File: src/rtl/if_fetch_unit.sv
// Instruction-fetch stage: owns the PC, drives the ROM, and latches the fetched word for decode.
// Redirects flush the fetch register. Misaligned redirect targets are masked and reported.
module if_fetch_unit #(
    parameter logic [31:0] RESET_PC   = 32'h00000000,
    parameter logic [31:0] EXC_VECTOR = 32'h00000050
) (
    input  logic        clk,
    input  logic        rst,
    output logic        rom_ce,
    output logic [31:0] rom_addr,
    input  logic [31:0] rom_data,
    input  logic        stall,
    input  logic        halt,
    input  logic        excpt,
    input  logic        eret,
    input  logic [31:0] epc,
    input  logic        jump,
    input  logic [31:0] jtarget,
    input  logic        br_taken,
    input  logic [31:0] btarget,
    output logic [31:0] inst_o,
    output logic [31:0] pc_o,
    output logic        inst_valid,
    output logic        addr_err,
    output logic [31:0] bad_addr,
    output logic [31:0] fetch_cnt
);
    typedef enum logic [1:0] {S_IDLE, S_RUN, S_HALT} state_t;

    state_t      r_state, w_state_nxt;
    logic [31:0] r_pc, w_pc_nxt, w_tgt;
    logic        w_redir, w_capture, w_misal;
    logic        r_rom_ce, r_inst_valid, r_addr_err;
    logic [31:0] r_inst, r_pc_o, r_bad_addr, r_fetch_cnt;

    always_comb begin
        w_state_nxt = r_state;
        w_pc_nxt    = r_pc;
        w_tgt       = r_pc;
        w_redir     = 1'b0;
        w_capture   = 1'b0;
        case (r_state)
            S_IDLE: w_state_nxt = S_RUN;
            S_RUN: begin
                if (excpt) begin
                    w_redir = 1'b1;
                    w_tgt   = EXC_VECTOR;
                end else if (eret) begin
                    w_redir = 1'b1;
                    w_tgt   = epc;
                end else if (jump) begin
                    w_redir = 1'b1;
                    w_tgt   = jtarget;
                end else if (br_taken) begin
                    w_redir = 1'b1;
                    w_tgt   = btarget;
                end else if (halt) begin
                    w_state_nxt = S_HALT;
                end else if (!stall) begin
                    w_pc_nxt  = r_pc + 32'd4;
                    w_capture = 1'b1;
                end
            end
            S_HALT: begin
                // Only an exception can wake the fetch unit out of HALT.
                if (excpt) begin
                    w_redir     = 1'b1;
                    w_tgt       = EXC_VECTOR;
                    w_state_nxt = S_RUN;
                end
            end
            default: w_state_nxt = S_IDLE;
        endcase
        if (w_redir) w_pc_nxt = {w_tgt[31:2], 2'b00};
        w_misal = w_redir && (w_tgt[1:0] != 2'b00);
    end

    always_ff @(posedge clk or negedge rst) begin
        if (!rst) begin
            r_state      <= S_IDLE;
            r_pc         <= RESET_PC;
            r_rom_ce     <= 1'b0;
            r_inst       <= '0;
            r_pc_o       <= '0;
            r_inst_valid <= 1'b0;
            r_addr_err   <= 1'b0;
            r_bad_addr   <= '0;
            r_fetch_cnt  <= '0;
        end else begin
            r_state    <= w_state_nxt;
            r_pc       <= w_pc_nxt;
            r_rom_ce   <= (w_state_nxt == S_RUN);
            r_addr_err <= w_misal;
            if (w_misal) r_bad_addr <= w_tgt;
            // Stall leaves the fetch register untouched; redirect/halt only drop valid.
            if (w_capture) begin
                r_inst       <= rom_data;
                r_pc_o       <= r_pc;
                r_inst_valid <= 1'b1;
                r_fetch_cnt  <= r_fetch_cnt + 32'd1;
            end else if (w_redir || w_state_nxt == S_HALT) begin
                r_inst_valid <= 1'b0;
            end
        end
    end

    assign rom_addr   = r_pc;
    assign rom_ce     = r_rom_ce;
    assign inst_o     = r_inst;
    assign pc_o       = r_pc_o;
    assign inst_valid = r_inst_valid;
    assign addr_err   = r_addr_err;
    assign bad_addr   = r_bad_addr;
    assign fetch_cnt  = r_fetch_cnt;
endmodule

File: config.mk
export PLATFORM = sky130hd
export DESIGN_NAME = if_fetch_unit
export DESIGN_NICKNAME = d
export VERILOG_FILES = /design/src/rtl/if_fetch_unit.sv
export SDC_FILE = /design/constraint.sdc
export NUM_CORES = 1
export LEC_CHECK = 0
export ABC_AREA = 1
export BUFFER_PORTS_ARGS = -buffer_cell sky130_fd_sc_hd__buf_2
export CAP_MARGIN = 20
export CORE_MARGIN = 2
export CORE_UTILIZATION = 40
export CTS_CLUSTER_SIZE = 30
export DETAILED_ROUTE_END_ITERATION = 12
export PLACE_DENSITY = 0.65
export SYNTH_ARGS = -nofsm -noshare
export SYNTH_HDL_FRONTEND = slang
export SYNTH_SLANG_ARGS = --single-unit
export TNS_END_PERCENT = 50
File: constraint.sdc
create_clock -name clk -period 2.5 [get_ports clk]
set_clock_uncertainty 0.2 [all_clocks]
set_input_delay 0.125 -clock clk [delete_from_list [all_inputs] [get_ports clk]]
set_output_delay 0.125 -clock clk [all_outputs]
set_load 0.03 [all_outputs]
======== Word-level counts from Yosys, hierarchy flattened ========
Index checks and enable logic that the tools add are counted.
word-level totals
  flip-flop bits (word level) ............. 165
  bits of input ports ..................... 136
  output and inout port bits .............. 163
  word-level logic and storage cells ...... 64
operators by class
  add/subtract/negate cells ............... 2
  equal/unequal tests ..................... 10
  muxes and demuxes ....................... 36
  reduce and logical (&&, ||, !) cells .... 7
operators with widths
  operator               count
  $mux 32                13
  $pmux 32 s2            1
  $add 32x1->32 const B  1
  $add 32x3->32 const B  1
  $mux 1                 14
  $mux 2                 6
  $ne 2x1->1 const B     6
  $reduce_and 7->1       1
  $pmux 2 s3             1
  $reduce_bool 2->1      3
  $eq 2x1->1 const B     2
  $eq 2x2->1 const B     2
  $logic_not 2->1        1
  $pmux 1 s2             1
  $logic_and 1x1->1      1
  $logic_or 1x1->1       1

======== Logic depth before layout (Yosys ltp) ========
  word-level depth ........................ 10
  mapped depth ............................ 12
  mapped depth without buffers ............ 11

======== Worst setup path after synthesis ========
Ideal clock, no wire load.
  path type ............................... register to register
  from .................................... reg r_pc[2] (netlist: rom_addr[2])
  to ...................................... reg r_pc[20] (netlist: rom_addr[20])
  setup time .............................. 124 ps
  arrival ................................. 1,620 ps
  data required time ...................... 2,176 ps
  path slack .............................. 555 ps
  stages on the path, launching flop included .. 11
  path buffers ............................ 0
  clock period less this slack ............ 1,945 ps
  path through ............................ dfrtp_1 > ha_1 > nand3_1 > nor2_1 > nand3_1 > inv_1 > nand2_1 > nand2_1 > nand2_1 > nand2_1 > nand3_1
between the ends
  cells in the longest elaborated chain, start to end .. 9
ends and longest elaborated chain
  what                    line  RTL
  from (decl)             31    logic [31:0] r_pc, w_pc_nxt, w_tgt;
  from (signal assigned)  91    r_pc <= w_pc_nxt;
  $add 32x3->32           60    w_pc_nxt = r_pc + 32'd4;
  $mux 32                 59    end else if (!stall) begin
  $mux 32                 57    end else if (halt) begin
  $mux 32                 54    end else if (br_taken) begin
  $mux 32                 51    end else if (jump) begin
  $mux 32                 48    end else if (eret) begin
  $mux 32                 45    if (excpt) begin
  $mux 32                 42    case (r_state)
  $mux 32                 74    if (w_redir) w_pc_nxt = {w_tgt[31:2], 2'b00};
No other way between the ends. The select of a mux whose other input is x is not followed.
A chain may end at the register's enable or synchronous reset.

======== Worst setup path in the final report ========
  from .................................... reg r_state[1]
  to ...................................... reg r_bad_addr[1] (netlist: bad_addr[1])
between the ends
  cells in the longest elaborated chain, start to end .. 4
  elaborated cells on any way between the ends .. 6
  those cells by class .................... eq/ne: 2; mux: 2; reduce/logical: 2
ends and longest elaborated chain
  what                                      line  RTL
  from (decl)                               30    state_t r_state, w_state_nxt;
  from (signal assigned)                    90    r_state <= w_state_nxt;
  $eq 2x2->1 or $eq 2x1->1 (tied branches)  42
  $pmux 32 s2                               42
  $reduce_bool 2->1                         75    w_misal = w_redir && (w_tgt[1:0] != 2'b00);
  $logic_and 1x1->1                         75
  to (signal assigned)                      94    if (w_misal) r_bad_addr <= w_tgt;
  to (decl)                                 34    logic [31:0] r_inst, r_pc_o, r_bad_addr, r_fetch_cnt;
Parallel ways exist; a longest one is shown, timed or not.

==> results by group <==
Critical path
  • Crit path to: bad_addr[1]
  • Reg2reg end: bad_addr[1]
  • Crit. path cell count: 8
  • Arrival time worst endpoint: ~2.4 ns
  • CP Cell Sequence: inv_1 -> ha_1 -> inv_1 -> nor2_4 -> o211ai_2 -> dlygate4sd3_1 -> nand2_1 -> nand2_1
  • CP peak stage delay: a little under 0.6 ns
  • Worst Path Max Fanout: 5
  • R2R Path Start: r_state[1]
  • R2R cell count: 8
  • Setup CP Type: flip-flop to flip-flop
  • Flop-to-flop setup slack: 0.22 ns
  • Crit path required time: ~2.6 ns
  • Top delay family on crit path: buffers and inverters
  • CP Launch Type: flip-flop
  • Crit. End Element: flip-flop
  • CP bufs+invs: 3
  • Crit-path slowest cell: dlygate4sd3_1
  • Crit path launch: r_state[1]

Place
  • DP Worst Slack: between 0.2 and 0.3 ns
  • Quantity of I/O buffers inserted on ports: 294
  • RD Place Congestion: around 0.90
  • Post-DP HPWL: ~23 mm

Logic synthesis
  • Post-synthesis cell type count: 38
  • Area leader, netlist: dfrtp_1
  • Combinational family with the most area after synthesis: simple AND/OR/NAND/NOR gates
  • Synth top cells by count: nand2_1, dfrtp_1, nor2_1
  • Synth Area in Compound Gates: 8.194%
  • Sequential area share after synthesis: 43.68%
  • Adder-Cell Fraction of Synth Area: less than 1%
  • Seq cells post-synth: around 160
  • Most frequent cell after synthesis: nand2_1
  • Post-Syn Area: about 0.009 mm^2
  • Synth top area share: 43.68%
  • Area fraction in and, or, nand and nor cells after synthesis: between 30% and 40%
  • XOR/XNOR share of the synthesized area: under 10%
  • Post-synthesis cell count: between 1000 and 1500
  • Synth area leaders: dfrtp_1, nand2_1, nor2_1, inv_1, nand3_1
  • Mux share of post-synthesis cell area: 0%
  • Mapped Avg Cell Area: between 7 and 8 um^2
  • Ys async rst share: between 90% and 100%
  • Number of enable flip-flop cells after synthesis: 0
  • Main synth FF type: dfrtp_1
  • YS warnings: 0

Pwr
  • P_sw: about 5.4 mW
  • Combinational share of power: 43.1%
  • Switch share: a little under half
  • Internal power: about 6.3 mW
  • Peak VDD IR: between 400 and 500 uV
  • Clock power share: a little under a quarter
  • Pleak: around 6.7 nW
  • Seq pwr share: between 30% and 40%
  • Power, Total: between 10 and 15 mW
  • Power Density: around 960 mW/mm^2

Timing
  • Unrepaired setup endpoints after global routing: no
  • Measured slew at the worst slew-check pin: ~0.55 ns
  • Final Max Slew Viols: 0
  • Final WS setup: ~0.22 ns
  • Setup TNS: 0 ns
  • Post-layout min period: 2.285 ns
  • Final hold viol count: 0
  • Setup-failing EPs final: 0
  • Max Freq: ~440 MHz
  • Post-route clock period utilization: roughly 91%
  • Slew headroom: 63.48%

Final layout
  • Nets: between 1500 and 2000
  • Ant diodes: 0
  • Share of layout cells above drive strength 1: between 20% and 30%
  • Synthesis-to-finish area growth: 31.65%

Clock network
  • CTS buffer count: 17
  • CTS H-tree lvls: 4
  • CTS root buf: clkbuf_16
  • CTS sink count: ~160
  • CTS tree: built
  • CTS resizes: 0
  • Clk slew on worst S/H paths: ~0.07 ns
  • Worst skew pair latency: about 0.44 ns
  • CTS Buffer Depth: 2

Floorplanning
  • Core Area: between 0.02 and 0.025 mm^2
  • Die area: between 0.02 and 0.025 mm^2
  • Die Wd: around 160 um
  • Initial core utilization: 40.74%
  • Die H: roughly 160 um
  • Cell Rows: 55
  • Num ports: between 200 and 300

GRT
  • Total gr overflow: 0
  • First-pass GRT wire length: 48.94 mm
  • Initial antenna violation count: 0
  • Largest net degree at the start of global routing: 87
  • Number of global-route vias before repair: around 9500
  • Overall routing resource usage: 25.71%

Route
  • Final WL: approximately 31 mm
  • Via-to-Cell Ratio: between 4 and 5
  • Routed Antenna Nets: 0
  • Initial DRC count: just over 700
  • DR WL/cell: approximately 16 um
  • Vias: 9714
  • Drt first pass iters: 8
  • # DRC: 0

Hold path
  • Hold Path Class: primary input to flip-flop
  • Hold Path Depth: 5

Outcome
  • Status: finished, final reports clean

Run
  • Max-cap viol count: 0
[state kept, by name, summed over array words and instances, names as in the netlist]
name	count
rom_addr	30
pc_o	30
addr_err	1
fetch_cnt	32
inst_o	32
r_state	2
bad_addr	32
rom_ce	1
inst_valid	1
[layer usage]
metal / wire length [um] / vias to the layer above / global-route usage [%] / share of wire, %
li1: - / 4782 / - / -
met1: 13110 / 4507 / 33.02 / 42
met2: 14680 / 350 / 41.74 / 47
met3: 2020 / 75 / 5.861 / 6.5
met4: 1133 / 0 / 11.18 / 3.7
met5: 0 / - / 0 / 0
[worst min-delay path by stage]
stage          startpoint      endpoint
3_3_place_gp          rst   bad_addr[0]
5_1_grt           epc[12]  rom_addr[12]
6_report          epc[17]  bad_addr[17]
2_1_floorplan         rst      addr_err
4_1_cts           epc[17]  bad_addr[17]
3_5_place_dp          rst      addr_err
[cell type report]
type / count / area (um^2)
clock inverters: 11 / 128.9
well taps: 285 / 356.6
flip-flops and latches: 161 / 4029
fillers: 2194 / 10500
multi-input cells: 1014 / 4487
clock buffers: 21 / 460.4
inverters: 87 / 329.1
repair buffers: 381 / 2351
[stage by stage]
stage,std cells,hold WS (ns),util [%],area [um^2]
final,1960,0.01117,53.63,12140
after global placement,1865,-0.1132,48.24,10920
after detailed placement,1865,-0.1133,48.24,10920
after floorplan,1319,-0.3706,-,9234
after global routing,1960,0.03547,53.63,12140
after CTS,1960,0.0005312,53.63,12140
[tightest hold or removal path: stages]
cell,delay [ns]
buf_2,0.07
o211ai_1,0.12
nand2_1,0.16
nand2_1,0.07
nand2_1,0.06
[power groups by stage]
stage / clock network, mW / registers [mW] / logic [mW]
after floorplan: 0 / 5.22 / 1.91
after detailed placement: 0 / 4.02 / 4.95
after CTS: 2.69 / 3.99 / 5.04
final: 2.65 / 4.00 / 5.04
after global placement: 0 / 4.03 / 4.89
after global routing: 2.80 / 4.09 / 5.48
[kinds of logic (layout without fill, tap and decap cells)]
kind of cell | count (synthesis) | in the layout
xor+xnor | 27 | 27
buf+inv | 144 | 500
fa+ha+maj | 6 | 6
flops | 161 | 161
simple gates | 841 | 841
other cells | 1 | 4
compound gates | 136 | 136
[cell usage in the layout (no fill, tap or decap), drive strengths merged]
cell type / synthesis / final
nand2: 662 / 662
buf: 46 / 318
dfrtp: 161 / 161
nor2: 109 / 109
inv: 87 / 89
o21ai: 69 / 69
dlygate4sd3: 0 / 63
nand3: 51 / 51
a21oi: 44 / 44
clkbuf: 11 / 21
o211ai: 20 / 20
xor2: 19 / 19
nand3b: 9 / 9
xnor2: 8 / 8
nor3: 7 / 7
ha: 6 / 6
clkinv: 0 / 5
conb: 1 / 4
nand4: 3 / 3
a21boi: 2 / 2
clkinvlp: 0 / 2
bufinv: 0 / 2
o21bai: 1 / 1
[what timing repair did]
action                                 CTS  global route
endpoints found under the hold margin  232             0
buffers inserted                         0             0
hold buffers                            63             0
No activity file was read; power rests on OpenSTA's default activity.
